## src/rtl/hazard_stall_ctrl_pkg.sv

```systemverilog
// -----------------------------------------------------------------------------
// hazard_stall_ctrl_pkg
// Shared definitions for the D-stage hazard / stall controller:
//   - Tuse / Tnew encodings (TUSE_NONE = 3 means "operand not read")
//   - default multiply / divide busy-cycle counts
//   - reg_hazard(): Tuse/Tnew dependency test of one source operand
// -----------------------------------------------------------------------------
package hazard_stall_ctrl_pkg;

  localparam int MULT_CYCLES_DFLT = 5;
  localparam int DIV_CYCLES_DFLT  = 10;

  typedef enum logic [1:0] {
    TUSE_0    = 2'd0,
    TUSE_1    = 2'd1,
    TUSE_2    = 2'd2,
    TUSE_NONE = 2'd3
  } tuse_e;

  typedef enum logic [1:0] {
    TNEW_0 = 2'd0,
    TNEW_1 = 2'd1,
    TNEW_2 = 2'd2
  } tnew_e;

  // A source operand must wait when a younger-stage producer writes the same
  // non-zero register and the result arrives later than the operand is needed.
  // TUSE_NONE (3) can never be below a legal Tnew, so it never stalls.
  function automatic logic reg_hazard(
    input logic [4:0] src,
    input logic [1:0] tuse,
    input logic [4:0] e_wa,
    input logic [1:0] e_tnew,
    input logic [4:0] m_wa,
    input logic [1:0] m_tnew
  );
    logic hit_e;
    logic hit_m;
    hit_e = (src == e_wa) && (tuse < e_tnew);
    hit_m = (src == m_wa) && (tuse < m_tnew);
    return (src != 5'd0) && (hit_e || hit_m);
  endfunction

endpackage

```

## src/rtl/hazard_stall_ctrl_if.sv

```systemverilog
// -----------------------------------------------------------------------------
// hazard_stall_ctrl_if
// Bundles the decoder-side inputs and pipeline-control outputs of the hazard
// controller.
//   slave  : the controller (reads D/E/M decode info, drives stall/enables)
//   master : the pipeline / stimulus side
// -----------------------------------------------------------------------------
interface hazard_stall_ctrl_if;

  logic [4:0] D_rs;
  logic [4:0] D_rt;
  logic [1:0] D_tuse_rs;
  logic [1:0] D_tuse_rt;
  logic       D_is_md;
  logic [4:0] E_wa;
  logic [4:0] M_wa;
  logic [1:0] E_tnew;
  logic [1:0] M_tnew;
  logic       E_md_start;
  logic       E_md_is_div;
  logic       M_REQ;
  logic       stall;
  logic       F_en;
  logic       D_en;
  logic       md_busy;

  modport slave (
    input  D_rs, D_rt, D_tuse_rs, D_tuse_rt, D_is_md,
    input  E_wa, M_wa, E_tnew, M_tnew, E_md_start, E_md_is_div, M_REQ,
    output stall, F_en, D_en, md_busy
  );

  modport master (
    output D_rs, D_rt, D_tuse_rs, D_tuse_rt, D_is_md,
    output E_wa, M_wa, E_tnew, M_tnew, E_md_start, E_md_is_div, M_REQ,
    input  stall, F_en, D_en, md_busy
  );

endinterface

```

## src/rtl/hazard_stall_ctrl_md_busy_counter.sv

```systemverilog
// -----------------------------------------------------------------------------
// md_busy_counter
// Tracks how long the multiply/divide unit stays busy after an issue.
//   clk, rst   : clock, synchronous active-high reset
//   start_i    : MDU operation issues this cycle (already flush-qualified)
//   is_div_i   : issuing operation is a divide
//   md_busy_o  : counter non-zero (registered state)
// A start while the counter is running reloads it.
// -----------------------------------------------------------------------------
module md_busy_counter #(
  parameter int MULT_CYCLES = hazard_stall_ctrl_pkg::MULT_CYCLES_DFLT,
  parameter int DIV_CYCLES  = hazard_stall_ctrl_pkg::DIV_CYCLES_DFLT,
  parameter int CNT_W       = 4
) (
  input  logic clk,
  input  logic rst,
  input  logic start_i,
  input  logic is_div_i,
  output logic md_busy_o
);

  logic [CNT_W-1:0] cnt_q;
  logic [CNT_W-1:0] cnt_d;

  // Next count: load on issue, otherwise count down to zero and hold.
  always_comb begin
    cnt_d = cnt_q;
    if (start_i) begin
      if (is_div_i) begin
        cnt_d = CNT_W'(DIV_CYCLES);
      end else begin
        cnt_d = CNT_W'(MULT_CYCLES);
      end
    end else if (cnt_q != {CNT_W{1'b0}}) begin
      cnt_d = cnt_q - CNT_W'(1);
    end else begin
      cnt_d = cnt_q;
    end
  end

  // Counter register with synchronous reset.
  always_ff @(posedge clk) begin
    if (rst) begin
      cnt_q <= {CNT_W{1'b0}};
    end else begin
      cnt_q <= cnt_d;
    end
  end

  assign md_busy_o = (cnt_q != {CNT_W{1'b0}});

endmodule

```

## src/rtl/hazard_stall_ctrl.sv

```systemverilog
// -----------------------------------------------------------------------------
// hazard_stall_ctrl
// Decides per cycle whether the D-stage instruction is held while a bubble is
// inserted into E.
//   clk, rst  : clock, synchronous active-high reset
//   hif       : slave modport; D/E/M decode inputs, M_REQ flush request,
//               stall / F_en / D_en (combinational) and md_busy (registered)
//   stall_cnt : (HAZARD_PERF_EN only) 32-bit count of stalled cycles
// Optional feature macro: HAZARD_PERF_EN
// -----------------------------------------------------------------------------
module hazard_stall_ctrl
  import hazard_stall_ctrl_pkg::*;
#(
  parameter int MULT_CYCLES = MULT_CYCLES_DFLT,
  parameter int DIV_CYCLES  = DIV_CYCLES_DFLT,
  parameter int CNT_W       = 4
) (
  input  logic                  clk,
  input  logic                  rst,
  hazard_stall_ctrl_if.slave    hif
`ifdef HAZARD_PERF_EN
  ,
  output logic [31:0]           stall_cnt
`endif
);

  logic hz_rs_s;
  logic hz_rt_s;
  logic hz_md_s;
  logic raw_stall_s;
  logic stall_s;
  logic md_start_s;
  logic md_busy_s;

  // A flushed E instruction never issues, so it must not start the MDU.
  assign md_start_s = hif.E_md_start && !hif.M_REQ;

  md_busy_counter #(
    .MULT_CYCLES (MULT_CYCLES),
    .DIV_CYCLES  (DIV_CYCLES),
    .CNT_W       (CNT_W)
  ) u_md_busy_counter (
    .clk       (clk),
    .rst       (rst),
    .start_i   (md_start_s),
    .is_div_i  (hif.E_md_is_div),
    .md_busy_o (md_busy_s)
  );

  // Hazard detection; the flush request overrides any stall so the handler PC
  // can be loaded into F/D in the same cycle.
  always_comb begin
    hz_rs_s = reg_hazard(hif.D_rs, hif.D_tuse_rs, hif.E_wa, hif.E_tnew,
                         hif.M_wa, hif.M_tnew);
    hz_rt_s = reg_hazard(hif.D_rt, hif.D_tuse_rt, hif.E_wa, hif.E_tnew,
                         hif.M_wa, hif.M_tnew);
    // An MDU op issuing from E this cycle is busy before the counter shows it.
    hz_md_s = hif.D_is_md && (md_busy_s || hif.E_md_start);
    raw_stall_s = hz_rs_s || hz_rt_s || hz_md_s;
    if (hif.M_REQ) begin
      stall_s = 1'b0;
    end else begin
      stall_s = raw_stall_s;
    end
  end

  assign hif.stall   = stall_s;
  assign hif.F_en    = !stall_s;
  assign hif.D_en    = !stall_s;
  assign hif.md_busy = md_busy_s;

`ifdef HAZARD_PERF_EN
  logic [31:0] stall_cnt_q;
  logic [31:0] stall_cnt_d;

  // Stalled-cycle counter next value; wraps naturally at 2^32.
  always_comb begin
    if (stall_s) begin
      stall_cnt_d = stall_cnt_q + 32'd1;
    end else begin
      stall_cnt_d = stall_cnt_q;
    end
  end

  // Stalled-cycle counter register.
  always_ff @(posedge clk) begin
    if (rst) begin
      stall_cnt_q <= 32'd0;
    end else begin
      stall_cnt_q <= stall_cnt_d;
    end
  end

  assign stall_cnt = stall_cnt_q;
`endif

endmodule

```

## src/flat_wrapper.sv

```systemverilog
// flat-port wrapper written by rule: the top's interface ports become plain ports
module hazard_stall_ctrl_flat import hazard_stall_ctrl_pkg::*;
#(
  parameter int MULT_CYCLES = MULT_CYCLES_DFLT,
  parameter int DIV_CYCLES  = DIV_CYCLES_DFLT,
  parameter int CNT_W       = 4
)
  (clk, rst, hif_D_rs, hif_D_rt, hif_D_tuse_rs, hif_D_tuse_rt, hif_D_is_md, hif_E_wa, hif_M_wa, hif_E_tnew, hif_M_tnew, hif_E_md_start, hif_E_md_is_div, hif_M_REQ, hif_stall, hif_F_en, hif_D_en, hif_md_busy);
  hazard_stall_ctrl_if hif_i ();
  input  logic clk;
  input  logic rst;
  input wire logic [$bits(hif_i.D_rs)-1:0] hif_D_rs;
  input wire logic [$bits(hif_i.D_rt)-1:0] hif_D_rt;
  input wire logic [$bits(hif_i.D_tuse_rs)-1:0] hif_D_tuse_rs;
  input wire logic [$bits(hif_i.D_tuse_rt)-1:0] hif_D_tuse_rt;
  input wire logic [$bits(hif_i.D_is_md)-1:0] hif_D_is_md;
  input wire logic [$bits(hif_i.E_wa)-1:0] hif_E_wa;
  input wire logic [$bits(hif_i.M_wa)-1:0] hif_M_wa;
  input wire logic [$bits(hif_i.E_tnew)-1:0] hif_E_tnew;
  input wire logic [$bits(hif_i.M_tnew)-1:0] hif_M_tnew;
  input wire logic [$bits(hif_i.E_md_start)-1:0] hif_E_md_start;
  input wire logic [$bits(hif_i.E_md_is_div)-1:0] hif_E_md_is_div;
  input wire logic [$bits(hif_i.M_REQ)-1:0] hif_M_REQ;
  output wire logic [$bits(hif_i.stall)-1:0] hif_stall;
  output wire logic [$bits(hif_i.F_en)-1:0] hif_F_en;
  output wire logic [$bits(hif_i.D_en)-1:0] hif_D_en;
  output wire logic [$bits(hif_i.md_busy)-1:0] hif_md_busy;
  assign hif_i.D_rs = hif_D_rs;
  assign hif_i.D_rt = hif_D_rt;
  assign hif_i.D_tuse_rs = hif_D_tuse_rs;
  assign hif_i.D_tuse_rt = hif_D_tuse_rt;
  assign hif_i.D_is_md = hif_D_is_md;
  assign hif_i.E_wa = hif_E_wa;
  assign hif_i.M_wa = hif_M_wa;
  assign hif_i.E_tnew = hif_E_tnew;
  assign hif_i.M_tnew = hif_M_tnew;
  assign hif_i.E_md_start = hif_E_md_start;
  assign hif_i.E_md_is_div = hif_E_md_is_div;
  assign hif_i.M_REQ = hif_M_REQ;
  assign hif_stall = hif_i.stall;
  assign hif_F_en = hif_i.F_en;
  assign hif_D_en = hif_i.D_en;
  assign hif_md_busy = hif_i.md_busy;
  hazard_stall_ctrl #(.MULT_CYCLES(MULT_CYCLES), .DIV_CYCLES(DIV_CYCLES), .CNT_W(CNT_W)) u_core (.clk(clk), .rst(rst), .hif(hif_i));
endmodule
```

## config.mk

```make
export PLATFORM = sky130hd
export DESIGN_NAME = hazard_stall_ctrl_flat
export DESIGN_NICKNAME = d
export VERILOG_FILES = /design/src/rtl/hazard_stall_ctrl_pkg.sv /design/src/rtl/hazard_stall_ctrl_if.sv /design/src/rtl/hazard_stall_ctrl_md_busy_counter.sv /design/src/rtl/hazard_stall_ctrl.sv /design/src/flat_wrapper.sv
export SDC_FILE = /design/constraint.sdc
export NUM_CORES = 1
export LEC_CHECK = 0
export CORE_MARGIN = 4
export CORE_UTILIZATION = 36
export CTS_BUF_LIST = sky130_fd_sc_hd__clkbuf_16
export DETAILED_ROUTE_END_ITERATION = 10
export PLACE_DENSITY = 0.79
export SLEW_MARGIN = 20
export SYNTH_ARGS = -nofsm -noshare
export SYNTH_HDL_FRONTEND = slang
export SYNTH_SLANG_ARGS = --single-unit
export TNS_END_PERCENT = 30
```

## constraint.sdc

```tcl
create_clock -name clk -period 2.25 [get_ports clk]
set_clock_uncertainty 0.15 [all_clocks]
set_input_delay 0.3375 -clock clk [delete_from_list [all_inputs] [get_ports clk]]
set_output_delay 0.3375 -clock clk [all_outputs]
set_load 0.02 [all_outputs]
```

==> results.md, run 1 <==
- Top achievable clock speed: 455.6 MHz
- Area Overhead vs Synth: 96.67%
- Final Power: 903.8 uW
- 1st-iter DRT viols: 6
- DR DRC count: 0
- Reg2reg start: u_core.u_md_busy_counter.cnt_q[0]
- Worst setup margin: ~0.055 ns
- Routed Antenna Nets: 0
- Reg with most FFs: u_core.u_md_busy_counter.cnt_q
- Critical path capture point: hif_stall
- Period utilization: 0.9755
- Slew Viols, Final: 0
- Vias in the first global route: 807
- Max reg flops: 4
- Required @ worst endpoint: 1.76 ns
- Final Util: 0.7679
- Gr usage total: 0.1826
- Dpl ws: -0.6961 ns
- Syn Area/Cell: 7.919 um^2
- Clock insertion delay at the later pin of the skew report: ~0.22 ns
- Measured slew at the worst slew-check pin: 0.3319 ns
- Worst Setup Start Kind: input pin
- Post-CTS Hold Buffers: 0
- Num rows: 14
- Share of cells above drive strength 1: 0.2479
- Avg Vias per Cell: 5.161
- Initial Util: 0.3904
- CTS Root Cell: clkbuf_16
- Netlist cell types: 22
- FF+latch count, synth: 4
- CTS tree: built
- Congestion Overflow GR: 0
- Die W: 48.89 um
- Slew headroom: 0.7780
- Count of nets after finishing: between 150 and 200
- Reg-to-reg critical path endpoint: u_core.u_md_busy_counter.cnt_q[0]
- Critical path fanouts, max: 3
- Die area: 0.002390 mm^2
- CTS Buf Count: 3
- CTS sink cnt: 4
- Port-buffer cells: 37
- DR vias: 707
- Leak: 0.5306 nW
- Antenna Cells: 0
- Crit path from: hif_D_rt[1]
- First-pass GRT wire length: 3519 um
- CP Class: input pin to output pin
- Maximum vdd drop: ~0.79 mV
- Seq/Total Area, Yosys: 0.1331
- Mapped Cells: 76
- Largest net degree at the start of global routing: 7
- Final setup viols: 0
- Worst R2R Path Depth: 7
- Most common cell after layout, fill and taps aside: dlygate4sd2_1
- Number of top-level pins: 38
- Max_cap viols: 0
- Core footprint: 0.001541 mm^2
- Post-route cell area: between 0.001 and 0.0015 mm^2
- Hold Path Class: flip-flop to flip-flop
- Worst-path clk slew: 0.03 ns
- Synthesized net count: 116
- Total routed wirelength: 2114 um
- Power per cell area: 763.6 mW/mm^2
- Status: finished, final reports clean
- Final Wtd Congestion: 0.8797
- Level count of the clock H-tree: 1
- Top Registers: u_core.u_md_busy_counter.cnt_q: 4 flops
- WL/cell: 15.43 um
- R2R Setup Slk: 0.80 ns
- Post-DP HPWL: 1643 um
- Final hold violations: 0
- Clk buf depth: 2
- Drt pass-1 iters: 4
- TNS Setup: 0 ns
- WP data arrival: 1.71 ns
- Initial antenna violation count: 0
- Height of the die: 48.89 um
- Placed instance area: 0.001037 mm^2
- YS warnings: 0
- Final min period: about 2.2 ns
- Synthesized cell area: ~600 um^2
- Most frequent cells in the layout: dlygate4sd2_1 (26), xor2_1 (22), buf_4 (9)
- Crit end category: output pin
how the worst min path moves through the flow:
stage	cells after the start	start	slack [ns]	to
2_1_floorplan	1	rst	0.26	u_core.u_md_busy_counter.cnt_q[1]
3_3_place_gp	3	u_core.u_md_busy_counter.cnt_q[3]	0.43	u_core.u_md_busy_counter.cnt_q[3]
3_5_place_dp	3	u_core.u_md_busy_counter.cnt_q[3]	0.44	u_core.u_md_busy_counter.cnt_q[3]
4_1_cts	3	u_core.u_md_busy_counter.cnt_q[3]	0.45	u_core.u_md_busy_counter.cnt_q[3]
5_1_grt	2	u_core.u_md_busy_counter.cnt_q[1]	0.49	u_core.u_md_busy_counter.cnt_q[1]
6_report	3	u_core.u_md_busy_counter.cnt_q[3]	0.46	u_core.u_md_busy_counter.cnt_q[3]
metrics by stage:
step	hold WS, ns	std cells
detailed placement	0.4365	135
CTS	0.4545	137
floorplan	0.2566	76
global placement	0.4304	135
global route	0.4859	137
finish	0.4555	137
where the power goes:
group | total, mW | internal [mW] | switching (mW) | leakage [nW]
clock network | 0.276 | 0.227 | 0.0493 | 0.0370
registers | 0.133 | 0.107 | 0.0264 | 0.0332
logic | 0.494 | 0.242 | 0.253 | 0.460
total | 0.904 | 0.576 | 0.328 | 0.531
synth_stat cells:
master / number / area, um^2
o211a_1: 1 / 10.01
or4_1: 2 / 15.01
nand2_1: 3 / 11.26
a21o_1: 1 / 7.510
nor4_1: 4 / 25.02
ha_1: 6 / 75.07
a22oi_1: 2 / 15.01
a211oi_1: 4 / 30.03
o22ai_1: 1 / 6.260
nor3_1: 1 / 5.000
buf_4: 1 / 7.510
xor2_1: 22 / 192.7
nand2b_1: 2 / 12.51
dfxtp_1: 4 / 80.08
xnor2_1: 1 / 8.760
o211ai_1: 1 / 7.510
nor2_1: 6 / 22.52
nand3_1: 2 / 10.01
a31oi_1: 1 / 6.260
inv_1: 5 / 18.77
a21oi_1: 4 / 20.02
or2b_1: 2 / 15.01
final cells by class:
cell class | instances | area (um^2)
clock buffers | 3 | 75.07
fillers | 115 | 357.8
inverters | 5 | 18.77
multi-input cells | 66 | 614.3
flip-flops and latches | 4 | 80.08
well taps | 16 | 20.02
repair buffers | 43 | 375.4
cells by family after synthesis:
kind of cell	Yosys count	share of synthesized area
AOI/OAI and AO/OA	15	0.1705
xor gates and xnor gates	23	0.3347
adders and majority gates	6	0.1247
buffers and inverters	6	0.04367
DFF	4	0.1331
and+or+nand+nor	22	0.1933
what timing repair did:
| action | 4_1_cts | 5_1_grt |
|---|---|---|
| buffers inserted | 0 | 0 |
| gates resized for setup | 54 | 8 |
| setup endpoints to repair | 3 | 3 |
| pin swaps | 18 | 2 |
critical path: stages:
cell and delay [ns]:
dlygate4sd2_1 0.27, or4_4 0.54, nor2_1 0.13, o22ai_2 0.09
a21o_1 0.18, buf_4 0.15
routing by layer:
| layer | global-route usage | share of wire | vias to the layer above |
|---|---|---|---|
| met2 | 0.3109 | 0.49 | 25 |
| met1 | 0.2176 | 0.44 | 321 |
| met5 | 0 | 0 | - |
| li1 | - | - | 361 |
| met3 | 0.07034 | 0.067 | 0 |
| met4 | 0.03139 | 0 | 0 |
Power figures use the tool's default switching activity.
==> inputs of run 2 (changes only) <==
--- a/config.mk
+++ b/config.mk
@@ -5,11 +5,12 @@
 export SDC_FILE = /design/constraint.sdc
 export NUM_CORES = 1
 export LEC_CHECK = 0
+export ABC_AREA = 1
 export CORE_MARGIN = 4
-export CORE_UTILIZATION = 36
+export CORE_UTILIZATION = 40
 export CTS_BUF_LIST = sky130_fd_sc_hd__clkbuf_16
 export DETAILED_ROUTE_END_ITERATION = 10
-export PLACE_DENSITY = 0.79
+export PLACE_DENSITY = 0.8
 export SLEW_MARGIN = 20
 export SYNTH_ARGS = -nofsm -noshare
 export SYNTH_HDL_FRONTEND = slang
==> results.md, run 2 <==
- Status: finished, final reports clean
- Height of the die: 51.86 um (+6.1%)
- Placed Cells: 219 (+62%)
- Final Instance Count excl. Fillers: 222 (+62%)
- Vias in the first global route: 1031 (+28%)
- 1st-iter DRT viols: 13 (+7)
- Level count of the clock H-tree: 1 (unchanged)
- Share of cells above drive strength 1: 0.1574 (-0.09057)
- Clk buf depth: 2 (unchanged)
- Worst path cell trace: clkdlybuf4s50_1, inv_1, nand2_1, nand3_1, nor2_2, nand2_1, nand2_1, nand2_1, nand3_2, nand2_2, inv_2, buf_6
- DR vias: 1026 (+45%)
- Required @ worst endpoint: 1.76 ns (about the same)
- Top FF cell, synth: dfxtp_1
- Reg2reg start: u_core.u_md_busy_counter.cnt_q[0]
- Antenna Cells: 0 (unchanged)
- Most frequent cells in the layout: nand2_1 (58), inv_1 (22), dlymetal6s2s_1 (16)
- Leak: 0.8584 nW (+62%)
- Top cells by area, synth: nand2_1 (28%), inv_1 (12%), dfxtp_1 (10%), ha_1 (9.8%), o21ai_0 (5.9%)
- Num rows: 15 (+1)
- Die area: 0.002689 mm^2 (+13%)
- Core footprint: 0.001783 mm^2 (+16%)
- Placed instance area: 0.001224 mm^2 (+18%)
- CP max stage cell: clkdlybuf4s50_1
- Synthesized net count: 190 (+64%)
- FF+latch count, synth: 4 (unchanged)
- Period utilization: 0.9425 (-0.03298)
- CTS Buf Count: 3 (unchanged)
- Top cells by instance count after synthesis: nand2_1 (58), inv_1 (25), nor2_1 (12)
- WL/cell: 11.00 um (-29%)
- Worst stage delay on the critical path: 0.53 ns (about the same)
- Post-synth ARST share: 0 (unchanged)
- Final Wtd Congestion: 0.8264 (-6.1%)
- Critical path fanouts, max: 3 (unchanged)
- Mapped Cells: 150 (+97%)
- Largest net degree at the start of global routing: 7 (unchanged)
- Post-DP HPWL: 1997 um (+22%)
- Slew headroom: 0.8436 (+0.06560)
- Gr usage total: 0.1896 (+0.007010)
- CTS tree: built
- CTS Root Cell: clkbuf_16
- Synthesized cell area: 769.5 um^2 (+28%)
- Worst-path clk slew: 0.03 ns (about the same)
- Worst R2R Path Depth: 8 (+1)
- Port-buffer cells: 37 (unchanged)
- CP Class: input pin to output pin
- Reg with most FFs: u_core.u_md_busy_counter.cnt_q
- Die W: 51.86 um (+6.1%)
- CTS sink cnt: 4 (unchanged)
- Drt pass-1 iters: 4 (unchanged)
- Seq/Total Area, Yosys: 0.1041 (-0.02899)
- Final Power: 893.5 uW (-1.1%)
- Compound-gate portion of the synthesized area: 0.09756 (-0.07292)
- Total routed wirelength: 2441 um (+15%)
- Worst Setup Start Kind: input pin
- Reg-to-reg critical path endpoint: u_core.u_md_busy_counter.cnt_q[0]
- Count of nets after finishing: 239 (+47%)
- Yosys top cell by area: nand2_1
- Max_cap viols: 0 (unchanged)
- Post-route cell area: 0.001340 mm^2 (+13%)
- Congestion Overflow GR: 0 (unchanged)
- Post-Synth Simple-Gate Area: 0.4569 (+0.2636)
- Most common cell after layout, fill and taps aside: nand2_1
- Largest family of logic cells by synthesized area: simple AND/OR/NAND/NOR gates
- Multiplexer share of the synthesized area: 0 (unchanged)
- Number of top-level pins: 38 (unchanged)
- Hold_sp: u_core.u_md_busy_counter.cnt_q[1]
- Initial Util: 0.4316 (+0.04116)
- Initial antenna violation count: 0 (unchanged)
- Most common cell in the netlist: nand2_1
- Yosys top cell area share: 0.2829 (-0.03724)
- Maximum vdd drop: 0.4253 mV (-46%)
- Top achievable clock speed: 471.6 MHz (+3.5%)
- First-pass GRT wire length: 3864 um (+9.8%)
- Final hold violations: 0 (unchanged)
- Hold Path Class: flip-flop to flip-flop
- YS warnings: 0 (unchanged)
- WP data arrival: 1.63 ns (-0.08 ns)
- Avg Vias per Cell: 4.622 (-10%)
- Measured slew at the worst slew-check pin: 0.2328 ns (-0.09906 ns)
- Final setup viols: 0 (unchanged)
- Crit end category: output pin
- Max reg flops: 4 (unchanged)
- WHS Path Cells: 3 (unchanged)
- Adder-cell share of the synthesized area: 0.09756 (-0.02718)
- TNS Setup: 0 ns (unchanged)
- Post-CTS Setup Repair Bufs: 0 (unchanged)
- Most used cell, CP: nand2_1
- WHS Endpoint: u_core.u_md_busy_counter.cnt_q[1]
- R2R Setup Slk: 0.85 ns (+0.05 ns)
- Clock insertion delay at the later pin of the skew report: 0.22 ns (about the same)
- Hold Slack: 0.4674 ns (+0.01185 ns)
- Top Registers: u_core.u_md_busy_counter.cnt_q: 4 flops
- Power per cell area: 666.7 mW/mm^2 (-13%)
- Area Overhead vs Synth: 74.15%
- DR DRC count: 0 (unchanged)
- Netlist cell types: 19 (-14%)
- Xor-xnor portion of the synthesized cell area: 0.06829 (-0.2664)
- Routed Antenna Nets: 0 (unchanged)
- Post-synth EDFFs: 0 (unchanged)
- RSZ-0062 raised after global routing: false
- Syn Area/Cell: 5.130 um^2 (-35%)
- Slew Viols, Final: 0 (unchanged)
- Final min period: 2.121 ns (-0.07421 ns)
run 2: cell types whose count changed in the layout (fill, tap and decap cells not counted), sizes merged, moves of 10 or more:
cell / change
nand2: +56
dlymetal6s2s: +16
inv: +29
xor2: -18
o21ai: +10
dlygate4sd2: -22
run 2: how the worst max path moves through the flow:
| stage | startpoint | end |
|---|---|---|
| 2_1_floorplan | u_core.u_md_busy_counter.cnt_q[0] | hif_F_en |
| 3_3_place_gp | hif_M_tnew[1] | hif_stall |
| 5_1_grt | hif_M_wa[4] | hif_stall |
| 3_5_place_dp | hif_M_tnew[1] | hif_stall |
| 4_1_cts | hif_D_rt[3] | hif_stall |
| 6_report | hif_M_wa[3] | hif_stall |
run 2: per-layer routing:
layer | up-vias | GRT usage | routed length, um
li1 | 546 | - | -
met1 | 445 | 0.1952 | 999
met2 | 31 | 0.3787 | 1298
met3 | 4 | 0.03152 | 114
met4 | 0 | 0.05677 | 28
met5 | - | 0 | 0
run 2: through the flow:
stage	utilization	setup slack (ns)
after floorplan	-	0.3849
after global placement	0.6863	-0.5467
after detailed placement	0.6863	-0.5721
after CTS	0.7291	0.02425
after global routing	0.7516	0.005536
final	0.7516	0.1294
run 2: power breakdown:
group	internal (mW)	switching, mW	total (mW)	leakage (nW)
registers	0.104	0.0211	0.125	0.0331
logic	0.231	0.258	0.489	0.788
clock network	0.227	0.0525	0.280	0.0370
run 2: cell type report:
type,instances,area [um^2]
timing repair buffer,45,469.2
sequential,4,80.08
multi-input combinational,111,556.8
inverter,34,127.6
fill,150,442.9
clock buffer,3,75.07
tap,25,31.28
run 2: worst max-delay path: cells and delay by family:
kind | cells | cell delay, ns
AND/OR/NAND/NOR | 8 | 0.55
buffers and inverters | 4 | 0.76
run 2: logic make-up (layout without fill, tap and decap cells):
logic type,after synthesis,in the layout
flip-flops,4,4
buffers and inverters,35,82
adder cells (fa/ha/maj),6,6
AND/OR/NAND/NOR,84,84
AO/OA/AOI/OAI,15,15
XOR/XNOR,6,6
run 2: repair_timing:
action	4_1_cts	5_1_grt
hold buffers	0	0
setup endpoints to repair	3	3
resized for setup	27	20
pin swaps	6	2
